File: config.mk
export PLATFORM = sky130hd
export DESIGN_NAME = max_reduce_uint64
export DESIGN_NICKNAME = d
export VERILOG_FILES = /design/src/rtl/max_reduce_uint64.sv
export SDC_FILE = /design/constraint.sdc
export NUM_CORES = 1
export LEC_CHECK = 0
export CORE_MARGIN = 1
export CORE_UTILIZATION = 25
export DETAILED_ROUTE_END_ITERATION = 16
export MAX_ROUTING_LAYER = met4
export PLACE_DENSITY_LB_ADDON = 0.25
export SLEW_MARGIN = 30
export SYNTH_ARGS = -nofsm -noshare
export SYNTH_HDL_FRONTEND = slang
export SYNTH_SLANG_ARGS = --single-unit
export TNS_END_PERCENT = 1
File: constraint.sdc
create_clock -name clk -period 2.81 [get_ports clk]
set_input_delay 0.562 -clock clk [delete_from_list [all_inputs] [get_ports clk]]
set_output_delay 0.562 -clock clk [all_outputs]
set_load 0.02 [all_outputs]
File: src/rtl/max_reduce_uint64.sv
// max_reduce_uint64: streaming unsigned max/argmax/count reduction over a valid/ready packet
module gt_uint_nbit #(
  parameter int N = 64
) (
  input  logic [N-1:0] a,
  input  logic [N-1:0] b,
  output logic         gt
);
  assign gt = a > b;
endmodule

module max_reduce_uint64 #(
  parameter int WIDTH = 64,
  parameter int IDX_W = 16
) (
  input  logic             clk,
  input  logic             rst,
  input  logic             in_valid,
  output logic             in_ready,
  input  logic [WIDTH-1:0] in_data,
  input  logic             in_last,
  output logic             out_valid,
  input  logic             out_ready,
  output logic [WIDTH-1:0] out_max,
  output logic [IDX_W-1:0] out_idx,
  output logic [IDX_W-1:0] out_count,
  output logic             out_ovf
);
  typedef enum logic [1:0] {IDLE, ACCUM, DONE} state_t;
  state_t state, state_nx;
  logic [WIDTH-1:0] run_max, max_nx;
  logic [IDX_W-1:0] run_idx, idx_nx, cnt, cnt_nx;
  logic run_ovf, ovf_nx, gt, first, sat, xfer_in;
  gt_uint_nbit #(.N(WIDTH)) u_gt (.a(in_data), .b(run_max), .gt(gt));
  assign in_ready = state != DONE;
  assign xfer_in = in_valid & in_ready;
  assign first = state == IDLE;
  assign sat = &cnt;
  always_comb begin
    max_nx = first || gt ? in_data : run_max;
    idx_nx = first ? '0 : gt ? cnt : run_idx;
    cnt_nx = first ? IDX_W'(1) : sat ? cnt : cnt + IDX_W'(1);
    ovf_nx = !first && (run_ovf || sat);
    state_nx = state == DONE ? (out_ready ? IDLE : DONE)
             : xfer_in ? (in_last ? DONE : ACCUM) : state;
  end
  always_ff @(posedge clk) begin
    if (rst) begin
      state <= IDLE;
      run_max <= '0;
      run_idx <= '0;
      cnt <= '0;
      run_ovf <= 1'b0;
      out_valid <= 1'b0;
      out_max <= '0;
      out_idx <= '0;
      out_count <= '0;
      out_ovf <= 1'b0;
    end else begin
      state <= state_nx;
      out_valid <= state_nx == DONE;
      if (xfer_in) begin
        run_max <= max_nx;
        run_idx <= idx_nx;
        cnt <= cnt_nx;
        run_ovf <= ovf_nx;
      end
      if (xfer_in && in_last) begin
        out_max <= max_nx;
        out_idx <= idx_nx;
        out_count <= cnt_nx;
        out_ovf <= ovf_nx;
      end
    end
  end
endmodule

==> results of run 1 <==
-- layout by cell type (no fill, tap or decap), types with 5 or more instances in the layout --
cell | netlist | layout
dfxtp_2 | 0 | 13
inv_2 | 0 | 9
dlymetal6s2s_1 | 0 | 14
ha_1 | 65 | 41
clkbuf_16 | 0 | 20
a21oi_1 | 44 | 33
diode_2 | 0 | 6
mux2i_2 | 0 | 6
a32o_1 | 16 | 16
dlygate4sd2_1 | 0 | 37
xor2_1 | 7 | 7
nand4_1 | 17 | 17
buf_16 | 0 | 8
nand2_1 | 194 | 191
dfxtp_1 | 197 | 184
buf_4 | 2 | 147
ha_4 | 0 | 24
a21o_1 | 8 | 8
nor2_1 | 163 | 160
a21oi_2 | 0 | 11
a22oi_1 | 7 | 7
o21ai_1 | 12 | 12
inv_1 | 68 | 58
xnor2_1 | 5 | 5
o21ai_0 | 30 | 27
clkdlybuf4s50_1 | 0 | 110
nand3_1 | 20 | 18
mux2i_1 | 81 | 75
nor2b_1 | 6 | 6
o221a_1 | 64 | 64
buf_12 | 0 | 18
-- worst paths after layout --
check	to	slack (ns)	depth (start not counted)
setup / recovery	out_max[31]	-0.15	12
hold reg to reg	out_idx[8]	0.45	2
setup reg to reg	out_max[31]	-0.14	11
hold / removal	run_max[58]	0.44	3
-- worst max-delay path: stages --
cell,delay [ns]
clkdlybuf4s15_1,0.23
ha_4,0.26
a21o_1,0.16
nand3_2,0.07
a21oi_2,0.05
or4_4,0.57
a221oi_4,0.31
a21oi_2,0.10
or3_4,0.42
buf_12,0.20
buf_16,0.14
o221a_1,0.21
-- metrics by stage --
stage	utilization, %	worst slack, ns	hold WS, ns
floorplan	-	-0.0367	0.448
global placement	34.4	-0.945	0.437
detailed placement	34.4	-0.994	0.443
CTS	37.6	-0.174	0.453
global route	38.6	-0.239	0.445
finish	38.6	-0.150	0.443
-- power by group --
part	total, W	internal, W	leakage, nW	switching, W
Clock	0.00250	0.00128	0.287	0.00122
Sequential	0.00305	0.00295	1.61	0.0000959
Combinational	0.00181	0.000911	4.04	0.000894
-- layer usage --
layer / global-route usage [%] / share of wire, % / vias to the layer above
met4: 4.55 / 1.5 / 0
met1: 20.7 / 47 / 4225
met2: 26.7 / 47 / 167
met3: 3.68 / 4.6 / 29
met5: - / 0 / -
li1: - / - / 4531
-- area by class of cell --
cell class | count | share of cell area (%)
Antenna cell | 6 | 0.102
Clock inverter | 14 | 0.971
Multi-Input combinational cell | 793 | 38.8
Sequential cell | 197 | 27.0
Clock buffer | 18 | 2.99
Inverter | 68 | 1.76
Timing Repair Buffer | 350 | 24.1
Tap cell | 511 | 4.35
-- flip-flops by register name (all words and copies together), names as in the netlist --
name,cells
run_ovf,1
out_max,64
out_valid,1
cnt,16
run_max,64
out_count,16
state,2
out_idx,16
out_ovf,1
run_idx,16
-- timing repair --
| item | 4_1_cts | 5_1_grt |
|---|---|---|
| setup endpoints to repair | 160 | 160 |
| buffers inserted | 12 | 5 |
| cloned | 9 | 3 |
| resized for setup | 112 | 69 |
| hold endpoints to repair | 0 | 0 |
| pin swaps | 62 | 46 |
-- cells by family after synthesis --
group                      after synthesis  share of synthesized area, %
and+or+nand+nor                        430                          18.3
AOI/OAI and AO/OA                      202                          16.4
DFF                                    197                          40.4
buffers and inverters                  145                          6.78
muxes                                   84                          8.66
adders and majority gates               65                          8.34
xor gates and xnor gates                12                          1.08
==> summary.txt, run 1 <==
Outcome
  – Status: finished with violations
  – Failing checks: setup timing

STA
  – Final min period: 2.96 ns
  – Hold Fails Final Rpt: 0
  – Max-slew violations: 0
  – RSZ-0062 raised after global routing: true
  – Relative slew slack: a little under three fifths
  – Worst-Margin Slew: roughly 0.65 ns
  – Highest clock rate: 0.338 GHz
  – Final setup TNS: -8.25 ns
  – Endpoints failing setup: 110
  – Slack of the critical path: -0.150 ns
  – Clock Skew: between 0.01 and 0.015 ns
  – Fin crit share: 105%

Detailed routing
  – DR WL/cell: approximately 16 µm
  – Final wirelength: around 32000 µm
  – Initial DRC Count: ~450
  – Vias: slightly below 9k
  – DRC: 0
  – DR pass1 iterations: 5
  – Detail Route Antenna Nets: 0
  – Number of vias per cell: between 4 and 5

CTS
  – Clk sinks: approximately 200
  – Hold buffers post-CTS: 0
  – CTS Buf Count: 17
  – CTS Buffer Depth: 2
  – Clock root cell: clkbuf_16
  – Clk Latency, worst-skew pair: 0.45 ns
  – H-Tree Depth: 4
  – Clk pin slew, worst setup/hold paths: roughly 0.07 ns
  – CTS tree: yes

Floorplan
  – IO Pins: about 170
  – Num rows: slightly above 70
  – Die area: roughly 40000 µm²
  – Area of the core: between 30000 and 40000 µm²
  – Initial core utilization: approximately 26%
  – Die width: between 150 and 200 µm
  – Die height: 200 µm

Yosys
  – Synth top area cells: dfxtp_1 40%, ha_1 8.3%, mux2i_1 8.3%, nand2_1 7.5%, o221a_1 7.4%
  – Post-synth top area share: around two fifths
  – Synthesized area: between 9000 and 10000 µm²
  – Sequential-to-total area share from yosys stat: 40.4%
  – Synth Instances: between 1k and 1.5k
  – Flops & latches, synth: between 150 and 200
  – Synth area leader: dfxtp_1
  – YS warnings: 0
  – Most frequent cell after synthesis: dfxtp_1
  – Post-synth ARST share: 0%
  – Number of flops mapped to enable cells by yosys: 0
  – Unique masters post-synth: 49
  – Dominant synthesized flop cell: dfxtp_1
  – Syn_nets: 1269
  – Avg Cell Area, Syn: between 8 and 9 µm²
  – Synth cell count leaders: 197 x dfxtp_1, 194 x nand2_1, 163 x nor2_1

Final layout
  – Share of cells above drive strength 1: between 20% and 30%
  – Nets: around 1.6k
  – Area delta synth->final: 50.5%
  – Multi-input logic area: roughly 5700 µm²
  – Post-Layout Cell Count: 1957
  – Fin area: roughly 15000 µm²
  – Reg area: 3960 µm²
  – Fillcell total: ~3.9k

GRT
  – Overall global routing resource usage: roughly 17%
  – Global-route wire length before repair: 48900 µm
  – Vias in the first global route: between 8k and 9k
  – Initial antenna violation count: 5
  – Largest net degree at the start of global routing: 83
  – Grt ovf: 0

Place
  – Placer congestion estimate: just over 0.8
  – Final HPWL DP: 21300 µm
  – Port buffer count: between 150 and 200
  – Dpl cells: about 1.9k
  – Placed Area: between 10000 and 15000 µm²

Critical path
  – Critical path origin: in_data[9]
  – WP data arrival: 3.30 ns
  – Critical Path Fanout Max: 6
  – CP Capture Type: flip-flop
  – WS Path Type: input pin to flip-flop
  – Worst R2R Start: run_max[14]
  – Worst setup SP type: input pin
  – Required @ worst endpoint: 3.15 ns

Pwr
  – Pwr Total: ~0.0074 W
  – Max VDD drop: ~440 µV
  – LEAKAGE: 5.94 nW
  – Power Dens Cells: ~500 nW/µm²

Flow run
  – Max Cap Violations: 0

Min path
  – Hold path start: in_data[58]
  – HP Class: input pin to flip-flop
No activity file was read; power rests on OpenSTA's default activity.
==> inputs of run 2 (changes only) <==
Settings changed: CORE_MARGIN 1 to unset, SYNTH_HIERARCHICAL set to 1.
==> run 2 against run 1 <==
  * The flow still finishes with violations (setup timing)
  * Sequential cell count stayed put
  * Clock skew hardly changed
  * Synthesized cell count is 7.9% higher
  * Hold slack worse by 0.041 ns
  * Worst setup slack worse by 0.088 ns
  * Maximum frequency is 2.9% lower
  * Clock power hardly changed
  * Synthesized area is 2.5% higher
  * Clock-buffer cell count stayed put
  * Power is 0.56% lower
  * Critical path depth is 4 higher
  * Combinational power is 2% lower
==> summary.txt, run 2 <==
Yosys
  – Synth Instances: 1225 (+7.9%)
  – Post-synth ARST share: 0% (unchanged)
  – Synthesized area: 10000 µm² (+2.5%)
  – Post-synth top area share: 39.4% (-1.0 points)
  – Sequential-to-total area share from yosys stat: 39.4% (-1.0 points)
  – Most frequent cell after synthesis: nand2_1
  – Synth top area cells: dfxtp_1 39%, nand2_1 9.0%, mux2i_1 8.3%, ha_1 8.1%, a21oi_1 6.5%
  – Syn_nets: 1359 (+7.1%)
  – YS warnings: 6 (+6)
  – Number of flops mapped to enable cells by yosys: 0 (unchanged)
  – Dominant synthesized flop cell: dfxtp_1
  – Synth cell count leaders: 240 x nand2_1, 197 x dfxtp_1, 130 x a21oi_1
  – Unique masters post-synth: 70 (+43%)
  – Avg Cell Area, Syn: 8.17 µm² (-5.0%)
  – Flops & latches, synth: 197 (unchanged)
  – Synth area leader: dfxtp_1

Floorplan
  – Num rows: 72 (+1.4%)
  – IO Pins: 168 (unchanged)
  – Die height: 202 µm (+1.2%)
  – Die width: 202 µm (+1.2%)
  – Die area: 40800 µm² (+2.5%)
  – Initial core utilization: 25.6% (-0.076 points)
  – Area of the core: 39100 µm² (+2.8%)

Place
  – Placer congestion estimate: 0.834 (+3.3%)
  – Port buffer count: 167 (unchanged)
  – Placed Area: 13200 µm² (+0.57%)
  – Final HPWL DP: 21300 µm (+0.12%)

Critical path
  – WS Path Type: input pin to flip-flop
  – CP Capture Type: flip-flop
  – Required @ worst endpoint: 3.18 ns (+0.03 ns)
  – Worst setup SP type: input pin
  – Critical Path Fanout Max: 7 (+1)
  – WP data arrival: 3.41 ns (+0.11 ns)

Detailed routing
  – DRC: 0 (unchanged)
  – Initial DRC Count: 508 (+12%)
  – DR pass1 iterations: 5 (unchanged)
  – Vias: 9498 (+6.1%)
  – Detail Route Antenna Nets: 0 (unchanged)
  – Final wirelength: 32500 µm (+1.5%)
  – Number of vias per cell: 4.70 (+2.7%)
  – DR WL/cell: 16.1 µm (-1.7%)

CTS
  – CTS tree: yes
  – Clock root cell: clkbuf_16
  – Clk sinks: 197 (unchanged)
  – H-Tree Depth: 4 (unchanged)
  – Clk pin slew, worst setup/hold paths: 0.08 ns (about the same)
  – Clk Latency, worst-skew pair: 0.45 ns (about the same)
  – CTS Buffer Depth: 2 (unchanged)
  – CTS Buf Count: 17 (unchanged)

STA
  – Relative slew slack: 47.2% (-9.7 points)
  – Final min period: 3.05 ns (+0.0879 ns)
  – Hold Fails Final Rpt: 0 (unchanged)
  – RSZ-0062 raised after global routing: true
  – Clock Skew: 0.0145 ns (+0.000394 ns)
  – Fin crit share: 108% (+3.1 points)
  – Max-slew violations: 0 (unchanged)
  – Slack of the critical path: -0.238 ns (-0.0879 ns)
  – Worst-Margin Slew: 0.792 ns (+0.145 ns)
  – Highest clock rate: 0.328 GHz (-2.9%)
  – Endpoints failing setup: 160 (+45%)

Outcome
  – Failing checks: setup timing
  – Status: finished with violations

Min path
  – HP Class: input pin to flip-flop

GRT
  – Grt ovf: 0 (unchanged)
  – Overall global routing resource usage: 16.0% (-0.54 points)
  – Initial antenna violation count: 10 (+5)
  – Global-route wire length before repair: 50100 µm (+2.6%)
  – Largest net degree at the start of global routing: 148 (+78%)
  – Vias in the first global route: 9017 (+2.7%)

Final layout
  – Fillcell total: 3991 (+1.2%)
  – Biggest regs: out_max x64, run_max x64
  – Fin area: 14900 µm² (+1.5%)
  – Share of cells above drive strength 1: 22.8% (+0.76 points)
  – Area delta synth->final: 49.0%
  – Commonest non-fill, non-tap cells in the layout: 209 x nand2_1, 181 x dfxtp_1, 135 x buf_4
  – Nets: 1615 (+3.5%)
  – Most common cell after layout, fill and taps aside: nand2_1
  – Final Util: 38.1% (-0.51 points)

Pwr
  – Power Dens Cells: 491 nW/µm² (-2.0%)
  – Max VDD drop: 410 µV (-6.7%)
  – LEAKAGE: 6.17 nW (+3.9%)

Flow run
  – Max Cap Violations: 0 (unchanged)
run 2: kinds of logic (layout without fill, tap and decap cells):
family / after synthesis / after routing / synth area share [%]
flops: 197 / 197 / 39.4
fa+ha+maj: 65 / 65 / 8.13
xor+xnor: 3 / 3 / 0.263
mux: 84 / 84 / 8.42
compound gates: 280 / 280 / 17.8
other cells: 0 / 10 / 0
buf+inv: 161 / 429 / 6.54
simple gates: 435 / 435 / 19.4
run 2: power breakdown:
part	switching [W]	internal, W	leakage, nW
registers	0.0000914	0.00294	1.62
clock network	0.00119	0.00132	0.271
logic	0.000917	0.000855	4.28
run 2: final timing paths:
path	cells after the start	slack [ns]	startpoint	to
setup / recovery	16	-0.24	in_data[29]	run_max[27]
hold / removal	3	0.40	in_data[27]	run_max[27]
hold reg to reg	2	0.44	out_ovf	out_ovf
setup reg to reg	15	-0.23	run_max[1]	run_max[27]
run 2: critical path, cell delays in order:
cell and delay, ns:
dlygate4sd2_1 0.27, ha_1 0.32, nand4_1 0.13, buf_4 0.14
nor3_1 0.05, a221oi_1 0.32, o21ai_2 0.17, a221oi_4 0.32
a21boi_2 0.11, o21bai_4 0.21, buf_12 0.15, nand3_4 0.14
buf_12 0.16, clkbuf_16 0.17, nand2_2 0.05, a21oi_2 0.12
run 2: layout make-up:
class	instances	area, µm²	area share, %
Multi-Input combinational cell	867	6160	41.3
Inverter	70	263	1.76
Timing Repair Buffer	328	3260	21.9
Sequential cell	197	3960	26.6
Clock inverter	13	150	1.01
Tap cell	518	648	4.35
Antenna cell	10	25.0	0.168
Clock buffer	18	429	2.88
run 2: per-stage QoR:
| step | instances | hold slack (ns) | total power [W] | setup WS (ns) | TNS [ns] |
|---|---|---|---|---|---|
| 6_report | 2021 | 0.402 | 0.00731 | -0.238 | -21.97 |
| 5_1_grt | 2021 | 0.380 | 0.00770 | -0.339 | -40.33 |
| 4_1_cts | 2001 | 0.450 | 0.00726 | -0.267 | -32.25 |
| 3_5_place_dp | 1959 | 0.438 | 0.00459 | -1.06 | -139.94 |
| 3_3_place_gp | 1959 | 0.436 | 0.00458 | -1.00 | -132.21 |
| 2_1_floorplan | 1225 | 0.436 | 0.00388 | -0.220 | -26.80 |
run 2: repair_timing:
action,4_1_cts,5_1_grt
pin swaps,30,95
endpoints found under the setup margin,160,160
hold buffers,0,0
cloned,4,4
resized for setup,59,167
setup buffers,7,7
run 2: per-layer routing:
layer / track usage [%] / part of all wire, % / vias to the layer above
li1: - / - / 4806
met1: 20.4 / 46 / 4491
met2: 25.1 / 47 / 179
met3: 4.24 / 4.8 / 22
met4: 3.87 / 1.4 / 0
met5: - / 0 / -
